$ cat src/rtl/bpred_pkg.sv
// Shared types and row packing helpers for the perceptron predictor weight tables.
// A row stores the 3-bit high parts of all weights above the 5-bit low parts.
package bpred_pkg;
    localparam int GHR_SIZE = 12;
    localparam int WEIGHT_W = 8;
    localparam int HOB_W    = 3;
    localparam int LOB_W    = 5;
    localparam int ROW_W    = 96;
    localparam int IDX_W    = 6;
    localparam int SUM_W    = 7;

    typedef logic signed [WEIGHT_W-1:0] weight_t;
    typedef logic [GHR_SIZE-1:0][WEIGHT_W-1:0] weight_vec_t;
    typedef logic [ROW_W-1:0] row_t;

    function automatic weight_vec_t unpack_row(input row_t row);
        weight_vec_t w;
        for (int i = 0; i < GHR_SIZE; i++) begin
            w[i] = {row[GHR_SIZE*LOB_W + HOB_W*i +: HOB_W], row[LOB_W*i +: LOB_W]};
        end
        return w;
    endfunction

    function automatic row_t pack_row(input weight_vec_t w);
        row_t r;
        r = '0;
        for (int i = 0; i < GHR_SIZE; i++) begin
            r[LOB_W*i +: LOB_W]                   = w[i][LOB_W-1:0];
            r[GHR_SIZE*LOB_W + HOB_W*i +: HOB_W] = w[i][WEIGHT_W-1:LOB_W];
        end
        return r;
    endfunction
endpackage

$ cat src/rtl/sat_weight_step.sv
// One perceptron weight nudged by +1 or -1, clamped to the signed weight range.
module sat_weight_step
    import bpred_pkg::*;
(
    input  weight_t weight,
    input  logic    inc,
    output weight_t result
);
    localparam weight_t W_MAX = 8'sh7F;
    localparam weight_t W_MIN = 8'sh80;
    localparam weight_t ONE   = 8'sh01;

    always_comb begin
        result = weight;
        if (inc) begin
            if (weight != W_MAX) begin
                result = weight + ONE;
            end
        end else if (weight != W_MIN) begin
            result = weight - ONE;
        end
    end
endmodule

$ cat src/rtl/perceptron_update_unit.sv
// Perceptron training stage: registers resolved branches, applies the saturating update
// rule and buffers trained rows in a small FIFO in front of the weight-table write port.
module perceptron_update_unit
    import bpred_pkg::*;
#(
    parameter int THETA  = 7,
    parameter int QDEPTH = 4
) (
    input  logic                clk,
    input  logic                reset,
    input  logic                execute_bpredictor_update,
    input  logic [31:0]         execute_bpredictor_PC4,
    input  logic                execute_bpredictor_dir,
    input  logic                execute_bpredictor_miss,
    input  logic [GHR_SIZE-1:0] execute_ghr,
    input  logic [SUM_W-1:0]    execute_sum,
    input  logic [ROW_W-1:0]    execute_weights,
    input  logic                soin_bpredictor_stall,
    output logic                up_wen,
    output logic [IDX_W-1:0]    up_addr,
    output logic [ROW_W-1:0]    up_data,
    output logic                up_drop,
    output logic [31:0]         train_count,
    output logic [31:0]         drop_count
);
    localparam int PTR_W = (QDEPTH > 1) ? $clog2(QDEPTH) : 1;
    localparam int CNT_W = PTR_W + 1;
    localparam logic [SUM_W:0] THETA_V = (SUM_W+1)'(THETA);

    // Input decode
    logic [31:0]      pc_m4;
    logic [IDX_W-1:0] in_idx;
    logic [SUM_W:0]   sum_ext;
    logic [SUM_W:0]   abs_sum;
    logic             in_train;
    logic             unused_pc_bits;

    assign pc_m4          = execute_bpredictor_PC4 - 32'd4;
    assign in_idx         = pc_m4[IDX_W+1:2];
    assign unused_pc_bits = ^{pc_m4[31:IDX_W+2], pc_m4[1:0]};
    assign sum_ext        = {execute_sum[SUM_W-1], execute_sum};
    assign abs_sum        = sum_ext[SUM_W] ? ((SUM_W+1)'(0) - sum_ext) : sum_ext;
    assign in_train       = execute_bpredictor_miss | (abs_sum <= THETA_V);

    // S1 registers
    logic                s1_valid_reg;
    logic                s1_train_reg;
    logic                s1_dir_reg;
    logic [GHR_SIZE-1:0] s1_ghr_reg;
    logic [IDX_W-1:0]    s1_idx_reg;
    weight_vec_t         s1_weights_reg;

    // S2 combinational update
    weight_vec_t s2_weights;
    row_t        s2_row;

    generate
        for (genvar gi = 0; gi < GHR_SIZE; gi++) begin : g_step
            sat_weight_step u_step (
                .weight (s1_weights_reg[gi]),
                .inc    (s1_dir_reg == s1_ghr_reg[gi]),
                .result (s2_weights[gi])
            );
        end
    endgenerate

    assign s2_row = pack_row(s2_weights);

    // A back-to-back update to the same row must build on the row still in flight.
    logic        fwd;
    weight_vec_t in_weights;

    assign fwd        = s1_valid_reg & s1_train_reg & (s1_idx_reg == in_idx);
    assign in_weights = fwd ? s2_weights : unpack_row(execute_weights);

    always_ff @(posedge clk or negedge reset) begin
        if (!reset) begin
            s1_valid_reg   <= 1'b0;
            s1_train_reg   <= 1'b0;
            s1_dir_reg     <= 1'b0;
            s1_ghr_reg     <= '0;
            s1_idx_reg     <= '0;
            s1_weights_reg <= '0;
        end else begin
            s1_valid_reg <= execute_bpredictor_update;
            if (execute_bpredictor_update) begin
                s1_train_reg   <= in_train;
                s1_dir_reg     <= execute_bpredictor_dir;
                s1_ghr_reg     <= execute_ghr;
                s1_idx_reg     <= in_idx;
                s1_weights_reg <= in_weights;
            end
        end
    end

    // Pending-write queue
    logic [IDX_W-1:0] q_addr_reg [QDEPTH];
    row_t             q_data_reg [QDEPTH];
    logic [PTR_W-1:0] rd_ptr_reg;
    logic [PTR_W-1:0] wr_ptr_reg;
    logic [CNT_W-1:0] count_reg;
    logic             q_empty;
    logic             q_full;
    logic             push_req;
    logic             push;
    logic             pop;
    logic             drop;

    assign q_empty  = (count_reg == '0);
    assign q_full   = (count_reg == CNT_W'(QDEPTH));
    assign pop      = ~q_empty & ~soin_bpredictor_stall;
    assign push_req = s1_valid_reg & s1_train_reg;
    assign push     = push_req & (~q_full | pop);
    assign drop     = push_req & q_full & ~pop;

    assign up_wen  = pop;
    assign up_addr = q_addr_reg[rd_ptr_reg];
    assign up_data = q_data_reg[rd_ptr_reg];

    always_ff @(posedge clk or negedge reset) begin
        if (!reset) begin
            for (int i = 0; i < QDEPTH; i++) begin
                q_addr_reg[i] <= '0;
                q_data_reg[i] <= '0;
            end
            rd_ptr_reg <= '0;
            wr_ptr_reg <= '0;
            count_reg  <= '0;
        end else begin
            if (push) begin
                q_addr_reg[wr_ptr_reg] <= s1_idx_reg;
                q_data_reg[wr_ptr_reg] <= s2_row;
                wr_ptr_reg             <= wr_ptr_reg + PTR_W'(1);
            end
            if (pop) begin
                rd_ptr_reg <= rd_ptr_reg + PTR_W'(1);
            end
            case ({push, pop})
                2'b10:   count_reg <= count_reg + CNT_W'(1);
                2'b01:   count_reg <= count_reg - CNT_W'(1);
                default: count_reg <= count_reg;
            endcase
        end
    end

    // Statistics
    logic        up_drop_reg;
    logic [31:0] train_count_reg;
    logic [31:0] drop_count_reg;

    always_ff @(posedge clk or negedge reset) begin
        if (!reset) begin
            up_drop_reg     <= 1'b0;
            train_count_reg <= '0;
            drop_count_reg  <= '0;
        end else begin
            up_drop_reg <= drop;
            if (push_req) begin
                train_count_reg <= train_count_reg + 32'd1;
            end
            if (drop) begin
                drop_count_reg <= drop_count_reg + 32'd1;
            end
        end
    end

    assign up_drop     = up_drop_reg;
    assign train_count = train_count_reg;
    assign drop_count  = drop_count_reg;
endmodule
$ cat config.mk
export PLATFORM = sky130hd
export DESIGN_NAME = perceptron_update_unit
export DESIGN_NICKNAME = d
export VERILOG_FILES = /design/src/rtl/bpred_pkg.sv /design/src/rtl/sat_weight_step.sv /design/src/rtl/perceptron_update_unit.sv
export SDC_FILE = /design/constraint.sdc
export NUM_CORES = 1
export LEC_CHECK = 0
export ABC_CLOCK_PERIOD_IN_PS = 3000
export BUFFER_PORTS_ARGS = -buffer_cell sky130_fd_sc_hd__buf_2
export CORE_ASPECT_RATIO = 0.75
export CORE_MARGIN = 2
export CORE_UTILIZATION = 35
export DETAILED_ROUTE_END_ITERATION = 16
export PLACE_DENSITY = 0.53
export SYNTH_ARGS = -nofsm -noshare
export SYNTH_HDL_FRONTEND = slang
export SYNTH_SLANG_ARGS = --single-unit
export TNS_END_PERCENT = 50
$ cat constraint.sdc
create_clock -name clk -period 3 [get_ports clk]
set_input_delay 0.9 -clock clk [delete_from_list [all_inputs] [get_ports clk]]
set_output_delay 0.9 -clock clk [all_outputs]
set_load 0.02 [all_outputs]
Yosys cells after proc, flatten, opt, wreduce, memory -nomap -nowiden
Cells that the tools add are included.
- register bits after elaboration: 597
- input bits: 153
- $add $sub $neg: 32
- magnitude comparators: 4
- eq/ne operators: 40
- multiplexer cells: 51
- bitwise gates (word level): 14
- reductions and logical operators: 3
- operators with widths (cell ; number):
    384-bit bitwise mux ; 1
    96-bit 2-to-1 mux ; 4
    8-bit 2-to-1 mux ; 37
    96-bit binary-select mux with 2-bit select ; 1
    96-bit demux with 2-bit select ; 1
    8-bit inequality test, second input constant ; 24
    8-bit by 2-bit adder with 8-bit output, second input constant ; 12
    8-bit by 2-bit subtractor with 8-bit output, second input constant ; 12
    32-bit by 1-bit adder with 32-bit output, second input constant ; 2
    24-bit bitwise mux ; 1
    6-bit 2-to-1 mux ; 3
    6-bit binary-select mux with 2-bit select ; 1
    6-bit demux with 2-bit select ; 1
    1-bit equality test ; 12
    8-bit by 3-bit less-or-equal comparator with 1-bit output, second input constant ; 1
    1-bit by 7-bit subtractor with 8-bit output, first input constant ; 1
    8-bit by 3-bit subtractor with 8-bit output, second input constant ; 1
    1-bit bitwise AND ; 6
    6-bit equality test ; 1
    3-bit greater-or-equal comparator, second input constant ; 2
    2-bit NOT with 3-bit output ; 2
    3-bit case mux with 2 select lines ; 1
    2-bit by 1-bit adder with 2-bit output, second input constant ; 2
    1-bit NOT ; 4
    10 further kinds ; 11

Logic depth before layout (Yosys ltp)
- word-level depth: 7
- gate-level depth with buffers: 10
- mapped depth without buffers: 9

Hierarchy
A second synthesis with hierarchy kept.
- cell total of the unflattened synthesis: 2727
- area total of the unflattened synthesis: 31542.8 sq um
- by module, submodules not included (module ; instances ; cells each ; area an instance (sq um) ; seq. area each (sq um)):
    perceptron_update_unit ; 1 ; 1923 ; 26345.3 ; 14939.3
    sat_weight_step (g_step[0].u_step ...) ; 10 ; 68 ; 434.2 ; 0.0
    sat_weight_step (g_step[8].u_step ...) ; 2 ; 62 ; 427.9 ; 0.0

Worst setup path after synthesis
OpenSTA, ideal clock, no wires.
- path kind: register -> output
- start: register rd_ptr_reg[0]
- end: output port up_data[87]
- data arrival time: 1.981 ns
- setup slack: 0.119 ns
- stages on the path, launching flop included: 5
- buffers on the path: 3
- path through: dfrtp_1 > clkbuf_1 > buf_1 > buf_1 > mux4_2
- longest elaborated chain between the ends: 4
- ends and longest elaborated chain (what ; RTL line ; RTL):
    start: declaration ; perceptron_update_unit.sv:99 ; logic [PTR_W-1:0] rd_ptr_reg;
    start signal: assignment ; perceptron_update_unit.sv:136 ; rd_ptr_reg <= rd_ptr_reg + PTR_W'(1);
    2-bit NOT with 3-bit output (implied by the code) ; perceptron_update_unit.sv:118 ; assign up_data = q_data_reg[rd_ptr_reg];
    96-bit binary-select mux with 2-bit select ; perceptron_update_unit.sv:118 ;
    96-bit 2-to-1 mux (implied by the code) (2 in series) ; perceptron_update_unit.sv:118 ;
    end: declaration ; perceptron_update_unit.sv:21 ; output logic [ROW_W-1:0] up_data,
Every way passes these cells. The select of a mux whose other input is x is not followed.

Final worst setup path
- start: register rd_ptr_reg[0]
- end: output port up_data[85]
The elaborated chain is that of the path after synthesis.

==> out/qor.yml <==
hold_path:
  hold_path_class: "in2async"
routing:
  drt_iter0_drc: 1706
  routedWlPerCell_um: 20.9
  num_vias: 23500
  dr.pass1.iters: 5
  drc_errors: 0
  postRouteAntennaNets: 0
  vias_per_cell: 5.36
  wl_um: 91500
sta:
  rsz0062_at_grt: "true"
  worst_slew_pin_slew_ps: 970
  setup_ws_ps: -189
  finalSetupViolations: 101
  fmax_mhz: 314
  finalCritPeriodShare: 1.06
  finalHoldViolations: 0
  min_period_ps: 3190
  drv_slew: 0
  fin_skew_ps: 13.7
  slew_headroom: 0.345
  finalSetupTns_ps: -8420
place:
  dp_hpwl_um: 62300
  io_buffer_count: 294
  placed_area_um2: 34000
  routabilityCongestion: 0.865
layout:
  synthToLayoutAreaGrowth_pct: 20.6
  largest_reg_flops: 384
  final_common_cell: "dfrtp_1"
  fill_cells: 8263
  multiInputGateArea_um2: 14700
  seqCellArea_um2: 14900
  final_cell_mix: "dfrtp_1, nand2_1, o21ai_0, buf_2, mux2_2"
  design_area_um2: 36900
  drive_gt1_frac: 0.262
  fin_nets: 3388
logic_synthesis:
  synth_seq_cells: 597
  synthesis.area_um2: 30600
  netlist_instances: 2905
  yosysSeqAreaShare: 0.488
  syn-num-nets: 3104
  synth-edff-count: 0
  synth-main-ff-cell: "dfrtp_1"
  synth_area_per_cell_um2: 10.5
  yosys_warnings: 0
  synth_cell_types: 83
  async_flop_share: 1.00
floorplan:
  core_area_um2: 86200
  num_rows: 93
  die_h_um: 260
  die-area_um2: 89800
  chipWidth_um: 345
  ios: 321
  initial_core_util: 0.355
critical_path:
  start_kind: "flip-flop"
  cp.required_ps: 2100
  crit_slowest_cell: "mux4_2"
  crit_family: "multiplexers"
  crit_type: "reg2out"
  crit_chain: "buf_12 > buf_12 > mux4_2 > buf_6"
  worstPathMaxFanout: 8
  endpoint_kind: "primary output"
  cp_num_buf_inv: 3
  arrival_ps: 2290
  cpPeakStageDelay_ps: 590
  path_common_cell: "buf_12"
pwr:
  power.density_nw_per_um2: 979
  p_leak_uw: 0.0161
  peakVddDrop_mv: 0.582
global_routing:
  antenna_found_initial: 5
  grt_pass1_wl_um: 143000
  grt_pass1_vias: 22800
  gr-total-overflow: 0
  grt_max_degree: 90
  gr-usage-all-layers: 0.204
cts:
  clk_latency_ps: 620
  numCtsBuffers: 69
  clkSinkCount: 597
  root_buffer: "clkbuf_16"
  clock_path_buffers: 3
  cts_tree: "done"
  htree_levels: 3
  clk_pin_slew_ps: 50
status:
  violations: "setup timing"
  status: "finished with violations"
job:
  drv_cap: 0
## synthesized netlist by cell type (all sizes together), types with 4 or more instances
cell	count	area, um2
ha	45	563
or3	29	181
a21oi	118	591
nor2b	9	56.3
nand2b	9	56.3
nor4	19	131
and3b	4	35.0
nand4b	4	35.0
xnor2	94	838
nand2	420	1580
o22ai	9	56.3
inv	58	218
nor3	47	245
or4	11	90.1
o311ai	28	245
a21o	8	60.1
a211o	6	52.6
and4	16	140
a22oi	15	113
mux2i	12	120
a2bb2oi	9	78.8
and2	8	50.1
mux4	102	2300
a211oi	5	37.5
o31a	8	70.1
a32oi	4	35.0
mux2	189	2130
clkbuf	163	612
and3	32	200
o21a	13	97.6
nand4	41	257
nand3b	18	135
o211ai	35	263
nand3	102	510
xor2	41	382
a221oi	10	87.6
a31oi	35	225
dfrtp	597	14900
a22o	8	70.1
nor3b	6	50.1
o31ai	13	97.6
nor2	116	435
buf	46	219
o21ai	299	1500
## layer usage
layer,GRT usage,wire [um],vias up,part of all wire
met3,0.0436,4970,114,0.054
met1,0.316,46600,11700,0.51
met2,0.288,38100,528,0.42
li1,-,-,11100,-
met5,0,13,-,0.00014
met4,0.0481,1830,2,0.020
## report_power, final
group | leakage (uW) | internal, uW | switching [uW]
sequential | 0.00734 | 11000 | 1710
clock | 0.00114 | 5190 | 3490
combinational | 0.00766 | 6930 | 7860
## path summary, 6_finish.rpt
path	start	to	slack (ps)	cells past startpoint
max	rd_ptr_reg[0]	up_data[85]	-190	4
min	reset	q_data_reg[43]	180	1
max reg2reg	s1_weights_reg[73]	q_data_reg[184]	310	7
min reg2reg	drop_count[31]	drop_count[31]	460	1
max in group asynchronous	reset	drop_count[7]	1980	2
min in group clk	drop_count[31]	drop_count[31]	460	1
## kinds of logic (layout without fill, tap and decap cells)
kind of cell / count (synthesis) / after routing / share of synthesized area
other: 0 / 1 / 0
muxes: 303 / 303 / 0.149
AOI/OAI and AO/OA: 655 / 655 / 0.130
and+or+nand+nor: 901 / 901 / 0.140
DFF: 597 / 597 / 0.488
xor gates and xnor gates: 136 / 136 / 0.0406
adders and majority gates: 46 / 46 / 0.0191
buffers and inverters: 267 / 602 / 0.0343
## layout make-up
class / count / area share
sequential: 597 / 0.405
inverter: 58 / 0.00597
clock inverter: 23 / 0.00776
multi-input combinational: 2041 / 0.397
timing repair buffer: 422 / 0.0912
tap: 1140 / 0.0386
clock buffer: 99 / 0.0545
antenna: 1 / 0.0000678
## metrics by stage
step	worst slack, ps	hold WS (ps)	utilization	total power [uW]	cells
after global placement	22.0	455	0.394	26100	4238
after floorplan	119	443	-	21100	2905
final	-189	183	0.428	36100	4381
after detailed placement	-62.5	461	0.394	26300	4238
after CTS	-218	155	0.427	36500	4379
after global routing	-231	169	0.428	38300	4380
## worst register-to-register path: cells and delay by family, from the launching register on
| kind | cells | cell delay, ps |
|---|---|---|
| buffers and inverters | 1 | 150 |
| muxes | 1 | 270 |
| AOI/OAI and AO/OA | 3 | 1270 |
| DFF | 1 | 500 |
| adders and majority gates | 1 | 250 |
| and+or+nand+nor | 1 | 180 |
## timing repair
action | 4_1_cts | 5_1_grt
cloned | 4 | 0
hold buffers | 0 | 0
buffers inserted | 15 | 3
endpoints found under the setup margin | 102 | 102
gates resized for setup | 96 | 24
Power figures use the tool's default switching activity.
